### src/rtl/bcp_impl_queue.sv
// Implication queue: round-robin collection of implied literals from LANES checker lanes into a DEPTH-entry FIFO.
// Optional conflict detection (opposite-polarity duplicate of a queued var) is enabled by defining BCP_CONFLICT_DETECT_EN.
module bcp_impl_queue #(
  parameter  int LANES = 4,
  parameter  int VAR_W = 8,
  parameter  int DEPTH = 16,
  localparam int LIT_W = VAR_W + 1,
  localparam int CNT_W = $clog2(DEPTH) + 1
) (
  input  logic                   clock,
  input  logic                   reset,
  input  logic                   en,
  input  logic                   clear,
  input  logic [LANES-1:0]       lane_valid,
  input  logic [LANES*LIT_W-1:0] lane_lit,
  output logic [LANES-1:0]       lane_ready,
  input  logic                   pop,
  output logic                   out_valid,
  output logic [LIT_W-1:0]       out_lit,
  output logic [CNT_W-1:0]       count,
  output logic                   full,
  output logic                   empty,
  output logic                   busy,
  output logic                   conflict,
  output logic [VAR_W-1:0]       conflict_var
);

  localparam int PTR_W = $clog2(DEPTH);
  localparam int RR_W  = (LANES > 1) ? $clog2(LANES) : 1;

  typedef enum logic [1:0] {IDLE, COLLECT, CONFLICT} state_t;

  state_t            state, state_nxt;
  logic [RR_W-1:0]   rr_ptr, grant_idx;
  logic              grant_any, push, do_pop, do_write, hit;
  logic [LIT_W-1:0]  push_lit;
  logic [LIT_W-1:0]  mem [DEPTH];
  logic [PTR_W-1:0]  rd_ptr, wr_ptr;
  logic [CNT_W-1:0]  count_nxt;

  // Round-robin search starts at rr_ptr; lane_lit never feeds the grant.
  always_comb begin
    logic [RR_W-1:0] idx;
    idx        = '0;
    grant_any  = 1'b0;
    grant_idx  = '0;
    lane_ready = '0;
    for (int k = 0; k < LANES; k++) begin
      idx = RR_W'((int'(rr_ptr) + k) % LANES);
      if (!grant_any && lane_valid[idx]) begin
        grant_any = 1'b1;
        grant_idx = idx;
      end
    end
    if (state == COLLECT && !full && !clear && grant_any)
      lane_ready[grant_idx] = 1'b1;
  end

  always_comb begin
    push_lit = '0;
    for (int k = 0; k < LANES; k++)
      if (lane_ready[k]) push_lit = lane_lit[k*LIT_W +: LIT_W];
  end

  assign push   = |(lane_ready & lane_valid);
  assign do_pop = pop && !empty && !clear;

`ifdef BCP_CONFLICT_DETECT_EN
  // Compare against every occupied slot as it stands before this cycle's pop.
  always_comb begin
    logic [PTR_W-1:0] offset;
    offset = '0;
    hit    = 1'b0;
    for (int j = 0; j < DEPTH; j++) begin
      offset = PTR_W'(j) - rd_ptr;
      if ({1'b0, offset} < count &&
          mem[j][VAR_W-1:0] == push_lit[VAR_W-1:0] &&
          mem[j][VAR_W] != push_lit[VAR_W])
        hit = 1'b1;
    end
    hit = hit && push;
  end

  always_ff @(posedge clock) begin
    if (!reset)   conflict_var <= '0;
    else if (hit) conflict_var <= push_lit[VAR_W-1:0];
  end
`else
  assign hit          = 1'b0;
  assign conflict_var = '0;
`endif

  assign do_write = push && !hit;

  always_comb begin
    count_nxt = count;
    if (clear)
      count_nxt = '0;
    else if (do_write && !do_pop)
      count_nxt = count + 1'b1;
    else if (!do_write && do_pop)
      count_nxt = count - 1'b1;
  end

  always_comb begin
    state_nxt = state;
    case (state)
      IDLE:     if (en) state_nxt = COLLECT;
      COLLECT:  if (hit) state_nxt = CONFLICT;
                else if (!en) state_nxt = IDLE;
      CONFLICT: if (clear) state_nxt = IDLE;
      default:  state_nxt = IDLE;
    endcase
  end

  always_ff @(posedge clock) begin
    if (!reset) begin
      state  <= IDLE;
      rr_ptr <= '0;
      rd_ptr <= '0;
      wr_ptr <= '0;
      count  <= '0;
      empty  <= 1'b1;
      full   <= 1'b0;
    end else begin
      state <= state_nxt;
      if (push) rr_ptr <= RR_W'((int'(grant_idx) + 1) % LANES);
      if (clear) begin
        rd_ptr <= '0;
        wr_ptr <= '0;
      end else begin
        if (do_write) wr_ptr <= wr_ptr + 1'b1;
        if (do_pop)   rd_ptr <= rd_ptr + 1'b1;
      end
      count <= count_nxt;
      empty <= (count_nxt == '0);
      full  <= (count_nxt == CNT_W'(DEPTH));
    end
  end

  // Storage carries no reset; out_lit is gated by empty instead.
  always_ff @(posedge clock) begin
    if (do_write) mem[wr_ptr] <= push_lit;
  end

  assign out_valid = !empty;
  assign out_lit   = empty ? '0 : mem[rd_ptr];
  assign busy      = (state != IDLE);
  assign conflict  = (state == CONFLICT);

endmodule

### config.mk
export PLATFORM = sky130hd
export DESIGN_NAME = bcp_impl_queue
export DESIGN_NICKNAME = d
export VERILOG_FILES = /design/src/rtl/bcp_impl_queue.sv
export SDC_FILE = /design/constraint.sdc
export NUM_CORES = 1
export LEC_CHECK = 0
export BUFFER_PORTS_ARGS = -buffer_cell sky130_fd_sc_hd__buf_2
export CAP_MARGIN = 10
export CORE_MARGIN = 4
export CORE_UTILIZATION = 58
export CTS_CLUSTER_SIZE = 16
export DETAILED_ROUTE_END_ITERATION = 6
export PLACE_DENSITY_LB_ADDON = 0.08
export SLEW_MARGIN = 10
export SYNTH_ARGS = -nofsm -noshare
export SYNTH_HDL_FRONTEND = slang
export SYNTH_SLANG_ARGS = --single-unit
### constraint.sdc
create_clock -name clock -period 3.75 [get_ports clock]
set_clock_uncertainty 0.15 [all_clocks]
set_input_delay 0.75 -clock clock [delete_from_list [all_inputs] [get_ports clock]]
set_output_delay 0.75 -clock clock [all_outputs]
set_load 0.03 [all_outputs]
==> metrics.md, run 1 <==
| Metric | Value |
|---|---|
| Largest family of logic cells by synthesized area | `multiplexers` |
| Post-Synthesis Cells | `434` |
| Cts repair resizes | `0` |
| IO Pins | `76` |
| Finished Cell Area | `0.008353 sq mm` |
| CP delay by family, top | `multiplexers` |
| Worst EP arrival | `2.61 ns` |
| First-pass GRT wire length | `22.62 mm` |
| Grt ovf | `0` |
| Post-Synth Adder-Cell Area | `2.065%` |
| Pins Over Slew Limit | `0` |
| Via/cell ratio | `5.708` |
| Power density over cell area | `463.4 mW/mm^2` |
| Number of remaining DRC errors | `0` |
| Area growth syn-to-layout | `16.82%` |
| Clk_lat worst skew | `0.42 ns` |
| Crit path buf inv count | `2` |
| Leakage | `3.068 nW` |
| Clk slew on worst S/H paths | `0.06 ns` |
| Final net count | `578` |
| Share of cells above drive strength 1 | `31.21%` |
| Max_cap viols | `0` |
| N_diodes | `0` |
| Critical Path RT | `2.85 ns` |
| Clk root buf | `clkbuf_16` |
| Fin crit share | `93.62%` |
| Total GRT Usage | `21.62%` |
| Initial antenna violation count | `0` |
| Synth Area in Compound Gates | `3.937%` |
| Synth Warn # | `0` |
| Final setup viols | `0` |
| Worst Setup Path Type | `reg -> out` |
| Die Height | `119.0 microns` |
| Synth cell types | `45` |
| Clock Path Buffers | `2` |
| H-tree depth | `4` |
| Num CTS Buffers | `17` |
| Setup crit start kind | `register` |
| Via count | `4013` |
| Critical path endpoint category | `output port` |
| Status | `complete, no violations` |
| Post-Synthesis Cell Area | `0.007151 sq mm` |
| CTS tree | `done` |
| Setup tns final | `0 ns` |
| RSZ-0062 raised after global routing | `no` |
| Hold_buf cts | `0` |
| Least-Margin Pin Slew | `0.7128 ns` |
| Setup bufs post-CTS | `0` |
| Seq cells post-synth | `166` |
| XOR/XNOR Fraction of Synth Area | `1.102%` |
| Worst-path cell chain | `buf_12, mux4_1, mux4_2, and2_1, buf_2` |
| Register area share after synthesis | `66.63%` |
| Antenna violation net count after detailed routing | `0` |
| Wire per inst | `20.37 microns` |
| CP max stage delay | `0.62 ns` |
| Chip Width | `119.0 microns` |
| Post-synth EDFFs | `144` |
| Core area | `0.01206 sq mm` |
| DRT Pass-1 Iters | `4` |
| DP Area | `0.007765 sq mm` |
| Vias in the first global route | `4097` |
| Most used DFF post-synth | `edfxtp_1` |
| Relative slew slack | `52.41%` |
| Die ar. | `0.01417 sq mm` |
| Final wirelength | `14.32 mm` |
| Largest net degree at the start of global routing | `37` |
| Starting Density | `59.28%` |
| Max Clock Freq | `284.8 MHz` |
| Clock tree sinks | `166` |
| Min Tclk post-route | `3.511 ns` |
| Hold crit path type | `reg -> reg` |
| Post-synth ARST share | `0%` |
| FILL cells | `804` |
| Mux share of post-synthesis cell area | `15.01%` |
| Synth Area in Simple Gates | `7.717%` |
| Drt initial violations | `343` |
| Final Hold Viols | `0` |
| CP max-delay cell | `mux4_1` |
| Max IR drop VDD | `0.2943 mV` |
| Row count | `40` |
| Crit path max fanout | `18` |
| Number of port buffers | `66` |
| DP Wirelength | `9.764 mm` |
| Post-Syn Area per Cell | `16.48 sq um` |
| Gpl congestion | `0.8046` |
-- cell type report --
cell class | instances | area, sq um | share of cell area (%)
Clock buffer | 17 | 425.4 | 5.093
Clock inverter | 15 | 162.7 | 1.947
Tap cell | 168 | 210.2 | 2.516
Sequential cell | 166 | 4766 | 57.06
Multi-Input combinational cell | 228 | 2175 | 26.03
Timing Repair Buffer | 92 | 550.5 | 6.591
Inverter | 17 | 63.81 | 0.7639
-- power breakdown --
| group | internal (mW) | leakage, nW | total, mW | switching (mW) |
|---|---|---|---|---|
| Clock | 1.03 | 0.273 | 1.70 | 0.665 |
| Sequential | 2.00 | 1.60 | 2.00 | 0.00314 |
| Combinational | 0.0638 | 1.19 | 0.168 | 0.104 |
-- worst paths after layout --
path	start	slack, ns	cells after the start	end
worst max-delay path	register	0.24	5	out_lit[4]
worst min-delay path	rd_ptr[1]$_SDFFE_PP0P_	0.36	2	register
worst max register to register	rr_ptr[0]$_SDFFE_PN0P_	0.71	10	mem[2][1]$_DFFE_PP_
worst min register to register	rd_ptr[1]$_SDFFE_PP0P_	0.36	2	register
-- per-stage QoR --
step,std cells,setup WS (ns),power [mW],utilization (%),hold WS [ns]
2_1_floorplan,442,0.3070,2.154,-,0.3131
3_3_place_gp,671,0.3325,2.204,64.38,0.3387
3_5_place_dp,671,0.1790,2.210,64.38,0.3520
4_1_cts,703,0.2010,3.897,69.25,0.3604
5_1_grt,703,0.1386,4.005,69.25,0.3866
6_report,703,0.2392,3.871,69.25,0.3564
-- synthesized netlist by cell type (all sizes together), types with 7 or more instances --
cell	count	area, sq um
buf	19	140.1
edfxtp	144	4324
a21oi	17	85.08
nor2	41	153.9
nand2	9	33.78
clkbuf	12	45.04
a221oi	9	78.83
mux4	45	1032
and2	20	125.1
dfxtp	22	440.4
nor3	9	45.04
xor2	7	61.31
inv	16	60.06
ha	11	137.6
-- state kept, by name (all words and copies together), names as in the netlist, named ones only --
name / flops
empty: 1
full: 1
count: 5
rd_ptr: 4
rr_ptr: 2
mem: 144
state: 1
wr_ptr: 4
-- cells in the final DEF (no fill, tap or decap), types with 9 or more instances in the layout --
cell type  count
edfxtp_1     144
buf_2         66
nor2_1        41
mux4_2        40
buf_4         24
dfxtp_1       21
and2_1        20
a21oi_1       17
clkbuf_16     17
inv_1         16
ha_1          11
nand2_1        9
a221oi_1       9
nor3_1         9
conb_1         9
-- kinds of logic (layout without fill, tap and decap cells) --
kind of cell,count (synthesis),after routing
DFF,166,166
and+or+nand+nor,107,107
muxes,49,49
buffers and inverters,48,141
AOI/OAI and AO/OA,42,42
adders and majority gates,12,12
xor gates and xnor gates,9,9
other,1,9
-- worst register-to-register path, cell delays in order (launching register included) --
cell,delay (ns)
dfxtp_1,0.41
nor2b_1,0.09
a21oi_1,0.12
o22ai_1,0.10
a21oi_1,0.30
ha_1,0.23
a22oi_1,0.11
a21boi_2,0.18
nor2b_1,0.27
nor2b_1,0.26
and2_1,0.47
-- metal layers --
metal  GRT usage, %  vias up  part of all wire [%]
met3          4.701       18                   6.0
li1               -     1852                     -
met5              0        -                     0
met2          35.29      147                    50
met1          29.43     1996                    43
met4          6.734        0                   1.5
Note: power is estimated with default switching activity, not from simulation.
==> run 2: changes to the inputs <==
- BUFFER_PORTS_ARGS: -buffer_cell sky130_fd_sc_hd__buf_2 -> default
- CORE_UTILIZATION: 58 -> 63
- DONT_BUFFER_PORTS: default -> 1
==> metrics.md, run 2 (synthesis results as in run 1) <==
| Metric | Value |
|---|---|
| Status | `complete, no violations` |
| Final net count | `508` |
| Setup crit start kind | `register` |
| Chip Width | `114.5 microns` |
| Fin crit share | `90.26%` |
| Number of port buffers | `0` |
| N_diodes | `0` |
| Total GRT Usage | `23.52%` |
| Hold crit path type | `in -> reg` |
| WL met2 | `7.052 mm` |
| Min Tclk post-route | `3.385 ns` |
| Hold_buf cts | `0` |
| Cts repair resizes | `0` |
| Via count | `3835` |
| Most common cell after layout, fill and taps aside | `edfxtp_1` |
| Regs by FF count | `mem (144), count (5)` |
| Largest net degree at the start of global routing | `37` |
| Relative slew slack | `26.35%` |
| Row count | `38` |
| Worst EP arrival | `2.48 ns` |
| CP delay by family, top | `multiplexers` |
| Leakage | `2.771 nW` |
| Setup bufs post-CTS | `0` |
| Initial antenna violation count | `0` |
| First-pass GRT wire length | `22.29 mm` |
| Crit path buf inv count | `1` |
| Starting Density | `65.11%` |
| H-tree depth | `4` |
| Clk root buf | `clkbuf_16` |
| Power density over cell area | `492.9 mW/mm^2` |
| Max layer used | `met4` |
| Share of cells above drive strength 1 | `20.86%` |
| Met1 wire length | `5.924 mm` |
| Final Hold Viols | `0` |
| CP max stage delay | `0.62 ns` |
| Commonest non-fill, non-tap cells in the layout | `144 x edfxtp_1, 41 x nor2_1, 40 x mux4_2, 21 x dfxtp_1, 21 x buf_4` |
| Wire per inst | `23.60 microns` |
| Clock Path Buffers | `2` |
| Max reg flops | `144` |
| Die Height | `114.5 microns` |
| IO Pins | `76` |
| Gpl congestion | `0.7695` |
| Critical Path RT | `2.85 ns` |
| DRT Pass-1 Iters | `5` |
| Number of remaining DRC errors | `0` |
| Pins Over Slew Limit | `0` |
| Via/cell ratio | `6.339` |
| Final wirelength | `14.28 mm` |
| Vias in the first global route | `3897` |
| Final setup viols | `0` |
| Crit path max fanout | `36` |
| Antenna violation net count after detailed routing | `0` |
| Core area | `0.01098 sq mm` |
| Num CTS Buffers | `17` |
| Drt initial violations | `313` |
| CP max-delay cell | `mux4_1` |
| Setup tns final | `0 ns` |
| Critical path endpoint category | `output port` |
| DP Wirelength | `9.219 mm` |
| Grt ovf | `0` |
| Die ar. | `0.01312 sq mm` |
| Clock tree sinks | `166` |
| Clk slew on worst S/H paths | `0.06 ns` |
| RSZ-0062 raised after global routing | `no` |
| Least-Margin Pin Slew | `1.093 ns` |
| Overall Power | `3.928 mW` |
| Max IR drop VDD | `0.3001 mV` |
| Worst Setup Path Type | `reg -> out` |
| Worst-path cell chain | `buf_12, mux4_1, mux4_2, and2_1` |
| Clk_lat worst skew | `0.41 ns` |
| Largest register by flop count | `mem` |
| Max Clock Freq | `295.4 MHz` |
| Met3 WL | `1.059 mm` |
| Area growth syn-to-layout | `11.44%` |
| CTS tree | `done` |
| Max_cap viols | `0` |
[run 2: changes by cell type in the layout (fill, tap and decap cells not counted), sizes merged]
cell      before  now
buf           92   22
bufinv         3    4
clkinv         8    9
clkinvlp       5    3
[run 2: worst paths after layout]
path                     startpoint                endpoint  slack, ns  cells after the start
max                        register              out_lit[3]       0.37                      4
min                              en   state[0]$_SDFFE_PN0P_       0.30                      1
max reg2reg  rr_ptr[0]$_SDFFE_PN0P_     mem[2][6]$_DFFE_PP_       0.71                     10
min reg2reg  rd_ptr[1]$_SDFFE_PP0P_  rd_ptr[1]$_SDFFE_PP0P_       0.37                      2
[run 2: worst register-to-register path, stage by stage, from the launching register on]
cell	delay, ns
dfxtp_1	0.38
nor2b_1	0.08
a21oi_1	0.12
o22ai_1	0.09
a21oi_1	0.28
ha_1	0.24
a22oi_1	0.11
a21boi_2	0.17
nor2b_1	0.33
nor2b_1	0.25
and2_1	0.47
[run 2: cell type report]
cell class,instances,area (sq um)
repair buffers,22,177.7
flip-flops and latches,166,4766
inverters,17,63.81
clock inverters,15,186.4
well taps,140,175.2
multi-input cells,228,2175
fillers,679,3014
clock buffers,17,425.4
[run 2: per-layer routing]
metal | vias up | GRT usage (%)
li1 | 1715 | -
met1 | 1929 | 32.75
met2 | 177 | 36.94
met3 | 14 | 5.180
met4 | 0 | 8.868
met5 | - | 0
[run 2: power breakdown]
part / internal, mW / switching [mW] / total, mW / leakage [nW]
clock network: 1.10 / 0.682 / 1.79 / 0.291
logic: 0.0459 / 0.0898 / 0.136 / 0.877
registers: 2.00 / 0.00593 / 2.01 / 1.60
total: 3.15 / 0.778 / 3.93 / 2.77
[run 2: through the flow]
step / instances / hold WS [ns] / util (%) / cell area (sq um) / setup WS [ns]
2_1_floorplan: 442 / 0.3131 / - / 7181 / 0.3070
3_3_place_gp: 573 / 0.3446 / 66.99 / 7357 / 0.4584
3_5_place_dp: 573 / 0.3505 / 66.99 / 7357 / 0.3341
6_report: 605 / 0.3021 / 72.56 / 7969 / 0.3653
5_1_grt: 605 / 0.2947 / 72.56 / 7969 / 0.2758
4_1_cts: 605 / 0.2853 / 72.56 / 7969 / 0.3172
